**src/rtl/axis256_to_512.sv**
```systemverilog
// -----------------------------------------------------------------------------
// axis256_to_512
//
// Packs pairs of 256-bit AXI-Stream beats into single 512-bit output beats.
// A small FSM tracks whether one half is parked in the hold register.
// When the second half arrives, the two halves are combined into the
// registered output stage.
//
// Ordering is set by LOW_FIRST:
//   1 : the first accepted beat of a pair lands in AXIS_TX_TDATA[255:0]
//   0 : the first accepted beat of a pair lands in AXIS_TX_TDATA[511:256]
//
// Optional feature macro: AXIS_TLAST_EN
//   When defined, the TLAST sideband ports exist.
//   A beat accepted while no half is held, and that carries TLAST, is flushed
//   on its own: it sits in its LOW_FIRST position, the other half is zero,
//   and TX_TLAST is set.
//   A completed pair takes TX_TLAST from the second beat.
//
// Ports:
//   clk             in   sole clock, rising edge
//   reset           in   synchronous active-high reset
//   AXIS_RX_TDATA   in   256-bit input data
//   AXIS_RX_TVALID  in   input beat valid
//   AXIS_RX_TREADY  out  input beat accepted (independent of RX valid/data)
//   AXIS_RX_TLAST   in   input packet end            (AXIS_TLAST_EN only)
//   AXIS_TX_TLAST   out  output packet end, reg'd    (AXIS_TLAST_EN only)
//   AXIS_TX_TDATA   out  512-bit packed data, registered
//   AXIS_TX_TVALID  out  output beat valid, registered
//   AXIS_TX_TREADY  in   downstream accepts output beat
// -----------------------------------------------------------------------------
module axis256_to_512 #(
    parameter int LOW_FIRST = 1
) (
    input  logic         clk,
    input  logic         reset,
    input  logic [255:0] AXIS_RX_TDATA,
    input  logic         AXIS_RX_TVALID,
    output logic         AXIS_RX_TREADY,
`ifdef AXIS_TLAST_EN
    input  logic         AXIS_RX_TLAST,
    output logic         AXIS_TX_TLAST,
`endif
    output logic [511:0] AXIS_TX_TDATA,
    output logic         AXIS_TX_TVALID,
    input  logic         AXIS_TX_TREADY
);

    // FSM encoding: FLUSH exists only when packet boundaries are supported.
`ifdef AXIS_TLAST_EN
    typedef enum logic [1:0] {
        ST_EMPTY = 2'd0,
        ST_HALF  = 2'd1,
        ST_FLUSH = 2'd2
    } state_t;
`else
    typedef enum logic [1:0] {
        ST_EMPTY = 2'd0,
        ST_HALF  = 2'd1
    } state_t;
`endif

    // Combine the held (first) half with the newly accepted (second) half.
    function automatic logic [511:0] pack_pair(input logic [255:0] first_half,
                                               input logic [255:0] second_half);
        logic [511:0] packed_v;
        if (LOW_FIRST != 0) begin
            packed_v = {second_half, first_half};
        end else begin
            packed_v = {first_half, second_half};
        end
        return packed_v;
    endfunction

    // Place a lone half in its first-beat position, zero-filling the other.
    function automatic logic [511:0] pack_single(input logic [255:0] first_half);
        logic [511:0] packed_v;
        if (LOW_FIRST != 0) begin
            packed_v = {256'd0, first_half};
        end else begin
            packed_v = {first_half, 256'd0};
        end
        return packed_v;
    endfunction

    state_t       state_r;
    state_t       state_next_s;
    logic [255:0] hold_r;
    logic         out_valid_r;
    logic [511:0] tx_data_r;
    logic         rx_ready_s;
    logic         out_free_s;
    logic         tx_fire_s;
    logic         hold_load_s;
    logic         load_pair_s;
    logic         load_flush_s;
`ifdef AXIS_TLAST_EN
    logic         tx_last_r;
`endif

    // The output slot can take new data when it is empty,
    // or when it is being drained in this same cycle.
    assign out_free_s = ~out_valid_r | AXIS_TX_TREADY;
    assign tx_fire_s  = out_valid_r & AXIS_TX_TREADY;

    // Next-state and handshake decode; RX ready never looks at RX valid/data.
    always_comb begin
        state_next_s = state_r;
        rx_ready_s   = 1'b0;
        hold_load_s  = 1'b0;
        load_pair_s  = 1'b0;
        load_flush_s = 1'b0;
        if (reset) begin
            rx_ready_s   = 1'b0;
            state_next_s = ST_EMPTY;
        end else begin
            case (state_r)
                ST_EMPTY: begin
                    rx_ready_s = 1'b1;
                    if (AXIS_RX_TVALID) begin
                        hold_load_s = 1'b1;
`ifdef AXIS_TLAST_EN
                        if (AXIS_RX_TLAST) begin
                            state_next_s = ST_FLUSH;
                        end else begin
                            state_next_s = ST_HALF;
                        end
`else
                        state_next_s = ST_HALF;
`endif
                    end else begin
                        state_next_s = ST_EMPTY;
                    end
                end
                ST_HALF: begin
                    rx_ready_s = out_free_s;
                    if (out_free_s && AXIS_RX_TVALID) begin
                        load_pair_s  = 1'b1;
                        state_next_s = ST_EMPTY;
                    end else begin
                        state_next_s = ST_HALF;
                    end
                end
`ifdef AXIS_TLAST_EN
                ST_FLUSH: begin
                    // Lone half waits here for the output slot; input is held off.
                    rx_ready_s = 1'b0;
                    if (out_free_s) begin
                        load_flush_s = 1'b1;
                        state_next_s = ST_EMPTY;
                    end else begin
                        state_next_s = ST_FLUSH;
                    end
                end
`endif
                default: begin
                    rx_ready_s   = 1'b0;
                    state_next_s = ST_EMPTY;
                end
            endcase
        end
    end

    // State register.
    always_ff @(posedge clk) begin
        if (reset) begin
            state_r <= ST_EMPTY;
        end else begin
            state_r <= state_next_s;
        end
    end

    // Hold register for the first half of a pair.
    always_ff @(posedge clk) begin
        if (reset) begin
            hold_r <= 256'd0;
        end else if (hold_load_s) begin
            hold_r <= AXIS_RX_TDATA;
        end else begin
            hold_r <= hold_r;
        end
    end

    // Output data register: changes only when a pair or a flush loads it.
    always_ff @(posedge clk) begin
        if (reset) begin
            tx_data_r <= 512'd0;
        end else if (load_pair_s) begin
            tx_data_r <= pack_pair(hold_r, AXIS_RX_TDATA);
        end else if (load_flush_s) begin
            tx_data_r <= pack_single(hold_r);
        end else begin
            tx_data_r <= tx_data_r;
        end
    end

    // Output valid: a load in the same cycle as a drain keeps it set.
    always_ff @(posedge clk) begin
        if (reset) begin
            out_valid_r <= 1'b0;
        end else if (load_pair_s || load_flush_s) begin
            out_valid_r <= 1'b1;
        end else if (tx_fire_s) begin
            out_valid_r <= 1'b0;
        end else begin
            out_valid_r <= out_valid_r;
        end
    end

`ifdef AXIS_TLAST_EN
    // Output TLAST: a pair inherits the second beat's TLAST; a flush is always last.
    always_ff @(posedge clk) begin
        if (reset) begin
            tx_last_r <= 1'b0;
        end else if (load_pair_s) begin
            tx_last_r <= AXIS_RX_TLAST;
        end else if (load_flush_s) begin
            tx_last_r <= 1'b1;
        end else begin
            tx_last_r <= tx_last_r;
        end
    end

    assign AXIS_TX_TLAST = tx_last_r;
`endif

    assign AXIS_RX_TREADY = rx_ready_s;
    assign AXIS_TX_TDATA  = tx_data_r;
    assign AXIS_TX_TVALID = out_valid_r;

endmodule

```
**config.mk**
```make
export PLATFORM = sky130hd
export DESIGN_NAME = axis256_to_512
export DESIGN_NICKNAME = d
export VERILOG_FILES = /design/src/rtl/axis256_to_512.sv
export SDC_FILE = /design/constraint.sdc
export NUM_CORES = 1
export LEC_CHECK = 0
export ABC_AREA = 1
export CAP_MARGIN = 20
export CORE_MARGIN = 3
export CORE_UTILIZATION = 28
export CTS_BUF_LIST = sky130_fd_sc_hd__clkbuf_2
export CTS_CLUSTER_SIZE = 12
export DETAILED_ROUTE_END_ITERATION = 7
export GPL_TIMING_DRIVEN = 0
export HOLD_SLACK_MARGIN = 0.02
export PLACE_DENSITY = 0.59
export SLEW_MARGIN = 20
export SYNTH_ARGS = -nofsm -noshare
export SYNTH_HDL_FRONTEND = slang
export SYNTH_SLANG_ARGS = --single-unit
```
**constraint.sdc**
```tcl
create_clock -name clk -period 2.2 [get_ports clk]
set_clock_uncertainty 0.2 [all_clocks]
set_input_delay 0.22 -clock clk [delete_from_list [all_inputs] [get_ports clk]]
set_output_delay 0.22 -clock clk [all_outputs]
set_load 0.005 [all_outputs]
```
* After elaboration in Yosys (flattened, before gate mapping)
Index checks and enable logic that the tools add are counted. W data, S select, Z words.
Storage, ports and cells: register bits 771, output and inout port bits 514, bits of input ports 260
Cells by class: equal/unequal tests 1, multiplexer cells 13, reduce and logical (&&, ||, !) cells 3, bitwise operators 3
Operators by type and width (count):
- $mux W1 | 11
- $pmux W2 S2 | 1
- $eq A2 B1 Y1 const B | 1
- $logic_not A2 Y1 | 1
- $pmux W1 S2 | 1
- $reduce_bool A2 Y1 | 1
- $and A1 B1 Y1 | 1
- $logic_and A1 B1 Y1 | 1
- $not A1 Y1 | 1
- $or A1 B1 Y1 | 1

* Logic depth before layout (Yosys ltp)
Gate-level depths: netlist of run 1.
word-level depth 7, mapped depth 8

* Least setup slack after synthesis of run 1
OpenSTA, ideal clock, no wires.
kind input -> register, start input reset, end register tx_data_r[132], in the netlist AXIS_TX_TDATA[132], buffers on the path 4, arrival 1.200 ns, library setup time 0.113 ns, data required time 1.887 ns, cell stages on the path 8, slack 0.687 ns, path through buf_2 nor2_4 nand3_1 buf_2 buf_6 buf_2 nand2_1 nand2_1
On the way: cells in the longest elaborated chain, start to end 1
Ends and longest elaborated chain:
- start, declared | line 36 | input logic reset,
- $mux W1 | line 113 | if (reset) begin
- end signal, assigned | line 189 | tx_data_r <= pack_pair(hold_r, AXIS_RX_TDATA);
- end signal, assigned | line 191 | tx_data_r <= pack_single(hold_r);
- end signal, assigned | line 193 | tx_data_r <= tx_data_r;
- end, declared | line 90 | logic [511:0] tx_data_r;
Several ways; a longest one is shown, not always the timed one. A chain may end at the register's enable or synchronous reset.

* Worst setup path in the final report of run 1
start input reset, end output AXIS_RX_TREADY
On the way: cells in the longest elaborated chain, start to end 1
Ends and longest elaborated chain:
- $mux W1 | line 113
- end, declared | line 39 | output logic AXIS_RX_TREADY,
No other way between the ends.

==> impl_metrics.py, run 1 <==
metrics = {
    "pwr": {
        "p_per_area_nw_per_um2": 608,
        "p_leak_nw": 22.4,
        "total_power_mw": 30.1,
        "worst_ir_drop_vdd_v": 0.000400,
    },
    "floorplan": {
        "die_area_um2": 116000,
        "die_w_um": 341,
        "rows": 122,
        "ios": 774,
        "core_um2": 111000,
        "start_util": 0.283,
        "die_h_um": 341,
    },
    "finish": {
        "fin_cells": 7696,
        "nNetsFinal": 6291,
        "area_delta_synth_final_pct": 57.8,
        "drive_gt1_frac": 0.258,
        "finalInstanceArea_um2": 49600,
    },
    "status": {
        "failed_checks": "negative setup slack",
        "status": "finished, violations left",
    },
    "timing": {
        "holdWs_ns": 0.201,
        "slew_violations": 0,
        "worst_slew_pin_slew_ns": 1.02,
        "rsz0062_at_grt": "true",
        "max_freq_mhz": 370,
        "setup_viol": 514,
        "post-route-period-util": 1.23,
        "fin_setup_tns_ns": -85.28,
        "fin_crit_ns": 2.71,
        "maxSlewHeadroom": 0.315,
        "hold_viol_final": 0,
        "worst_slack_ns": -0.505,
    },
    "job": {
        "max_cap_viol_count": 0,
    },
    "logic_synthesis": {
        "yosysMostFrequentCell": "nand2_1",
        "synth_edf_count": 0,
        "yosys.area.top_type_share": 0.491,
        "syn-num-nets": 4741,
        "yosysSeqAreaShare": 0.491,
        "synth_top_cell_by_area": "dfxtp_1",
        "syn_avg_cell_area_um2": 7.01,
        "ys.flop_type": "dfxtp_1",
        "synth_cells": 4481,
        "synth_area_leaders": "dfxtp_1 49%, nand2_1 17%, nand4_1 10%, nor2_1 7.8%, inv_1 6.2%",
        "async_flop_share": 0,
        "synth_warnings": 0,
        "synth_cell_types": 15,
        "synthTopCellsByCount": "1,400 x nand2_1, 770 x dfxtp_1, 653 x nor2_1",
        "syn_area_um2": 31400,
        "synth_seq_cells": 770,
    },
    "global_route": {
        "grt_pass1_vias": 34300,
        "grt_use_total": 0.245,
        "gr-total-overflow": 0,
        "grt_antenna_before_repair": 16,
        "grt_max_degree": 17,
        "grt_pass1_wl_um": 216000,
    },
    "detailed_routing": {
        "drc_errors": 0,
        "vias": 35400,
        "drt_wl_total_um": 149000,
        "viasPerCell": 4.59,
        "wl_per_cell_um": 19.3,
        "dr.first_iter.drc_count": 2259,
        "detail_route.first_pass.iterations": 6,
        "drt.antenna.violating_nets": 0,
    },
    "min_path": {
        "hp-class": "reg -> reg",
    },
    "worst_setup_path": {
        "critPathCaptureType": "primary output",
        "required_ns": 1.78,
        "criticalPathCategory": "in -> out",
        "path_max_fanout": 10,
        "worst_ep_arrival_time_ns": 2.29,
        "crit_slowest_cell": "dlygate4sd3_1",
        "crit_path_cell_trace": "buf_2 -> inv_1 -> dlygate4sd3_1 -> clkbuf_1 -> o21ai_2 -> inv_1 -> buf_2",
        "start_kind": "input port",
        "max_stage_delay_ns": 0.90,
    },
    "clock_tree": {
        "clkSinkCount": 770,
        "root_buffer": "clkbuf_2",
        "clkSlewWorstSetupHoldPaths_ns": 0.10,
        "cts_tree": "built",
        "clockBufferDepth": 3,
        "cts_buffers": 208,
        "cts-htree-levels": 4,
        "clk_latency_ns": 1.53,
    },
    "placement": {
        "hpwlAfterDp_um": 106000,
        "routabilityCongestion": 0.897,
        "place_inst": 6741,
        "postPlaceCellArea_um2": 41000,
        "io_buffers": 772,
    },
}
==> registers in the layout (all words and copies together), names as in the netlist <==
name,count
state_r,1
hold_r,256
AXIS_TX_TDATA,512
AXIS_TX_TVALID,1
==> worst max-delay path: cells and delay by family <==
kind | cells | cell delay (ns)
buffers and inverters | 6 | 1.94
AOI/OAI and AO/OA | 1 | 0.10
==> area by class of cell <==
cell class                 count  area [um2]
inverter                     517        1940
clock buffer                 323        1620
sequential                   770       16100
tap                         1488        1860
buffer                       368        1940
clock inverter                42         250
fill                       11300       61400
antenna                       22        55.1
multi-input combinational   2826       12200
timing repair buffer        1340       13600
==> kinds of logic (layout without fill, tap and decap cells) <==
logic type | Yosys count | after routing | synth area share
AO/OA/AOI/OAI | 259 | 259 | 0.0413
buffers and inverters | 885 | 2590 | 0.120
flip-flops | 770 | 770 | 0.491
other | 0 | 22 | 0
AND/OR/NAND/NOR | 2567 | 2567 | 0.348
==> final timing paths <==
path | depth (start not counted) | start | slack [ns] | to
max | 7 | reset | -0.51 | AXIS_RX_TREADY
min | 2 | hold_r[100] | 0.20 | AXIS_TX_TDATA[100]
max reg2reg | 6 | state_r[0] | 0.03 | AXIS_TX_TDATA[262]
min reg2reg | 2 | hold_r[100] | 0.20 | AXIS_TX_TDATA[100]
==> metal layers <==
layer / routed length, um / vias up / GRT usage / part of all wire
li1: - / 17300 / - / -
met1: 61600 / 16400 / 0.302 / 0.41
met2: 68200 / 1359 / 0.397 / 0.46
met3: 11700 / 348 / 0.0649 / 0.079
met4: 7020 / 2 / 0.119 / 0.047
met5: 7 / - / 0 / 0.000047
==> power by group <==
| part | total [mW] | internal, mW | switching, mW |
|---|---|---|---|
| sequential | 15.0 | 14.6 | 0.407 |
| combinational | 4.62 | 2.15 | 2.47 |
| clock | 10.5 | 4.04 | 6.45 |
==> stage by stage <==
step                      setup slack (ns)  utilization
final                               -0.505        0.447
after global routing                -0.686        0.446
after CTS                           -0.672        0.440
after detailed placement            -0.780        0.369
after global placement               -1.03        0.369
after floorplan                      0.687            -
==> layout by cell type (no fill, tap or decap) <==
cell type / synthesis / routed
nand2_1: 1400 / 1399
nor2_1: 653 / 653
dlygate4sd3_1: 0 / 538
inv_1: 516 / 516
nand4_1: 512 / 512
dfxtp_2: 0 / 495
buf_6: 41 / 490
clkbuf_2: 0 / 365
clkdlybuf4s50_1: 0 / 258
dfxtp_1: 770 / 256
a21oi_1: 186 / 186
clkbuf_1: 210 / 168
buf_2: 101 / 163
o21ai_0: 73 / 72
buf_4: 1 / 38
clkinv_1: 0 / 24
diode_2: 0 / 22
dfxtp_4: 0 / 19
buf_1: 15 / 6
clkinv_2: 0 / 5
clkbuf_4: 0 / 4
clkinv_4: 0 / 4
clkinvlp_4: 0 / 4
inv_2: 1 / 2
nor2_4: 1 / 1
nand3_1: 1 / 1
nand2_4: 0 / 1
buf_8: 0 / 1
o21ai_2: 0 / 1
clkinv_8: 0 / 1
inv_6: 0 / 1
inv_8: 0 / 1
bufinv_16: 0 / 1
==> timing repair <==
action,CTS,global route
hold buffers,538,0
resized for setup,3140,130
endpoints found under the hold margin,770,0
pin swaps,1,0
endpoints found under the setup margin,1044,671
setup buffers,10,20
Power figures use the tool's default switching activity.
==> run 2, diff against run 1 <==
--- a/config.mk
+++ b/config.mk
@@ -7,6 +7,7 @@
 export LEC_CHECK = 0
 export ABC_AREA = 1
 export CAP_MARGIN = 20
+export CORE_ASPECT_RATIO = 1.75
 export CORE_MARGIN = 3
 export CORE_UTILIZATION = 28
 export CTS_BUF_LIST = sky130_fd_sc_hd__clkbuf_2
==> run 2 against run 1 <==
Die area increased by 0.14%. Routed wire length is 5.1% higher. Worst hold slack got worse by 0.055 ns. The flow still finishes with violations (negative setup slack). Via count increased by 1.5%. Register-to-register slack better by 0.05 ns. Sequential power about the same. Sequential share of layout area shrank 0.87 points. Final cell count is 1.1% higher. Critical path type is now reg -> out. Total power decreased by 1.4%. Final area increased by 2.8%.
==> impl_metrics.py, run 2 (synthesis results as in run 1) <==
metrics = {
    "floorplan": {
        "start_util": 0.284,
        "die_w_um": 259,
        "rows": 161,
        "ios": 774,
        "die_h_um": 449,
        "core_um2": 111000,
        "die_area_um2": 116000,
    },
    "timing": {
        "fin_crit_ns": 2.75,
        "max_freq_mhz": 363,
        "holdWs_ns": 0.146,
        "fin_setup_tns_ns": -100.39,
        "setup_viol": 553,
        "rsz0062_at_grt": "true",
        "hold_viol_final": 0,
        "worst_slack_ns": -0.555,
        "slew_violations": 0,
        "maxSlewHeadroom": 0.308,
        "worst_slew_pin_slew_ns": 1.04,
        "post-route-period-util": 1.25,
    },
    "clock_tree": {
        "cts_tree": "built",
        "cts_buffers": 185,
        "clk_latency_ns": 1.56,
        "clkSlewWorstSetupHoldPaths_ns": 0.11,
        "clkSinkCount": 770,
        "clockBufferDepth": 3,
        "cts-htree-levels": 4,
        "root_buffer": "clkbuf_2",
    },
    "placement": {
        "hpwlAfterDp_um": 113000,
        "routabilityCongestion": 0.939,
        "place_inst": 6721,
        "io_buffers": 772,
    },
    "pwr": {
        "p_leak_nw": 23.0,
        "worst_ir_drop_vdd_v": 0.000428,
        "total_power_mw": 29.7,
        "p_per_area_nw_per_um2": 583,
    },
    "finish": {
        "fin_cells": 7782,
        "drive_gt1_frac": 0.244,
        "nNetsFinal": 6436,
        "final_cell_mix": "1,399 x nand2_1, 702 x dlygate4sd3_1, 653 x nor2_1",
        "area_delta_synth_final_pct": 62.3,
        "layout_commonest_cell": "nand2_1",
        "largest_reg_flops": 512,
        "fillers": 10800,
        "utilization": 0.461,
    },
    "detailed_routing": {
        "vias": 35900,
        "wl_per_cell_um": 20.1,
        "viasPerCell": 4.61,
        "detail_route.first_pass.iterations": 5,
        "dr.first_iter.drc_count": 2079,
        "drc_errors": 0,
        "drt.antenna.violating_nets": 0,
        "drt_wl_total_um": 156000,
    },
    "worst_setup_path": {
        "reg2reg_setup_slack_ns": 0.08,
        "criticalPathCategory": "reg -> out",
        "worst_ep_arrival_time_ns": 2.33,
        "required_ns": 1.78,
        "start_kind": "register",
        "critPathCaptureType": "primary output",
        "path_max_fanout": 2,
    },
    "global_route": {
        "grt_use_total": 0.258,
        "grt_antenna_before_repair": 16,
        "gr-total-overflow": 0,
        "grt_max_degree": 17,
        "grt_pass1_wl_um": 224000,
        "grt_pass1_vias": 35700,
    },
    "status": {
        "failed_checks": "negative setup slack",
        "status": "finished, violations left",
    },
    "job": {
        "max_cap_viol_count": 0,
    },
    "min_path": {
        "hp-class": "reg -> reg",
    },
}
==> run 2: area by class of cell <==
| class | instances | area, um2 | area share |
|---|---|---|---|
| diodes | 10 | 25.0 | 0.000491 |
| plain buffers | 368 | 1970 | 0.0386 |
| clock buffers | 254 | 1270 | 0.0250 |
| clock inverters | 62 | 353 | 0.00693 |
| inverters | 517 | 1940 | 0.0381 |
| multi-input cells | 2826 | 12200 | 0.240 |
| flip-flops and latches | 770 | 16100 | 0.316 |
| well taps | 1467 | 1840 | 0.0360 |
| repair buffers | 1508 | 15200 | 0.298 |
==> run 2: where the power goes <==
group / internal [mW] / switching (mW)
clock network: 3.50 / 6.25
registers: 14.6 / 0.412
logic: 2.35 / 2.58
==> run 2: timing repair <==
action | CTS | global route
hold buffers | 703 | 0
setup endpoints to repair | 994 | 805
pin swaps | 1 | 0
gates resized for setup | 3098 | 137
hold endpoints to repair | 770 | 0
buffers inserted | 12 | 21
==> run 2: worst paths after layout <==
check                 startpoint                 end  cells after the start
setup reg to reg  AXIS_TX_TVALID  AXIS_TX_TDATA[295]                      7
setup / recovery  AXIS_TX_TVALID      AXIS_RX_TREADY                      5
hold / removal        hold_r[30]   AXIS_TX_TDATA[30]                      2
hold reg to reg       hold_r[30]   AXIS_TX_TDATA[30]                      2
==> run 2: layer usage <==
| layer | routed length, um | global-route usage | vias to the layer above |
|---|---|---|---|
| met5 | 65 | 0 | - |
| met4 | 10100 | 0.153 | 12 |
| met3 | 14000 | 0.0865 | 429 |
| met2 | 76100 | 0.454 | 1479 |
| met1 | 55900 | 0.263 | 16400 |
| li1 | - | - | 17600 |
==> run 2: critical path, stage by stage (launching register included) <==
cell and delay [ns]:
dfxtp_4 0.39, nand2_4 0.07, clkbuf_16 0.15, o21ai_2 0.10
inv_1 0.06, buf_6 0.12
==> run 2: through the flow <==
stage	instance area, um2	setup slack, ns
floorplan	31400	0.687
global placement	41000	-1.05
detailed placement	41000	-0.901
CTS	50200	-0.868
global route	50900	-0.827
finish	51000	-0.555
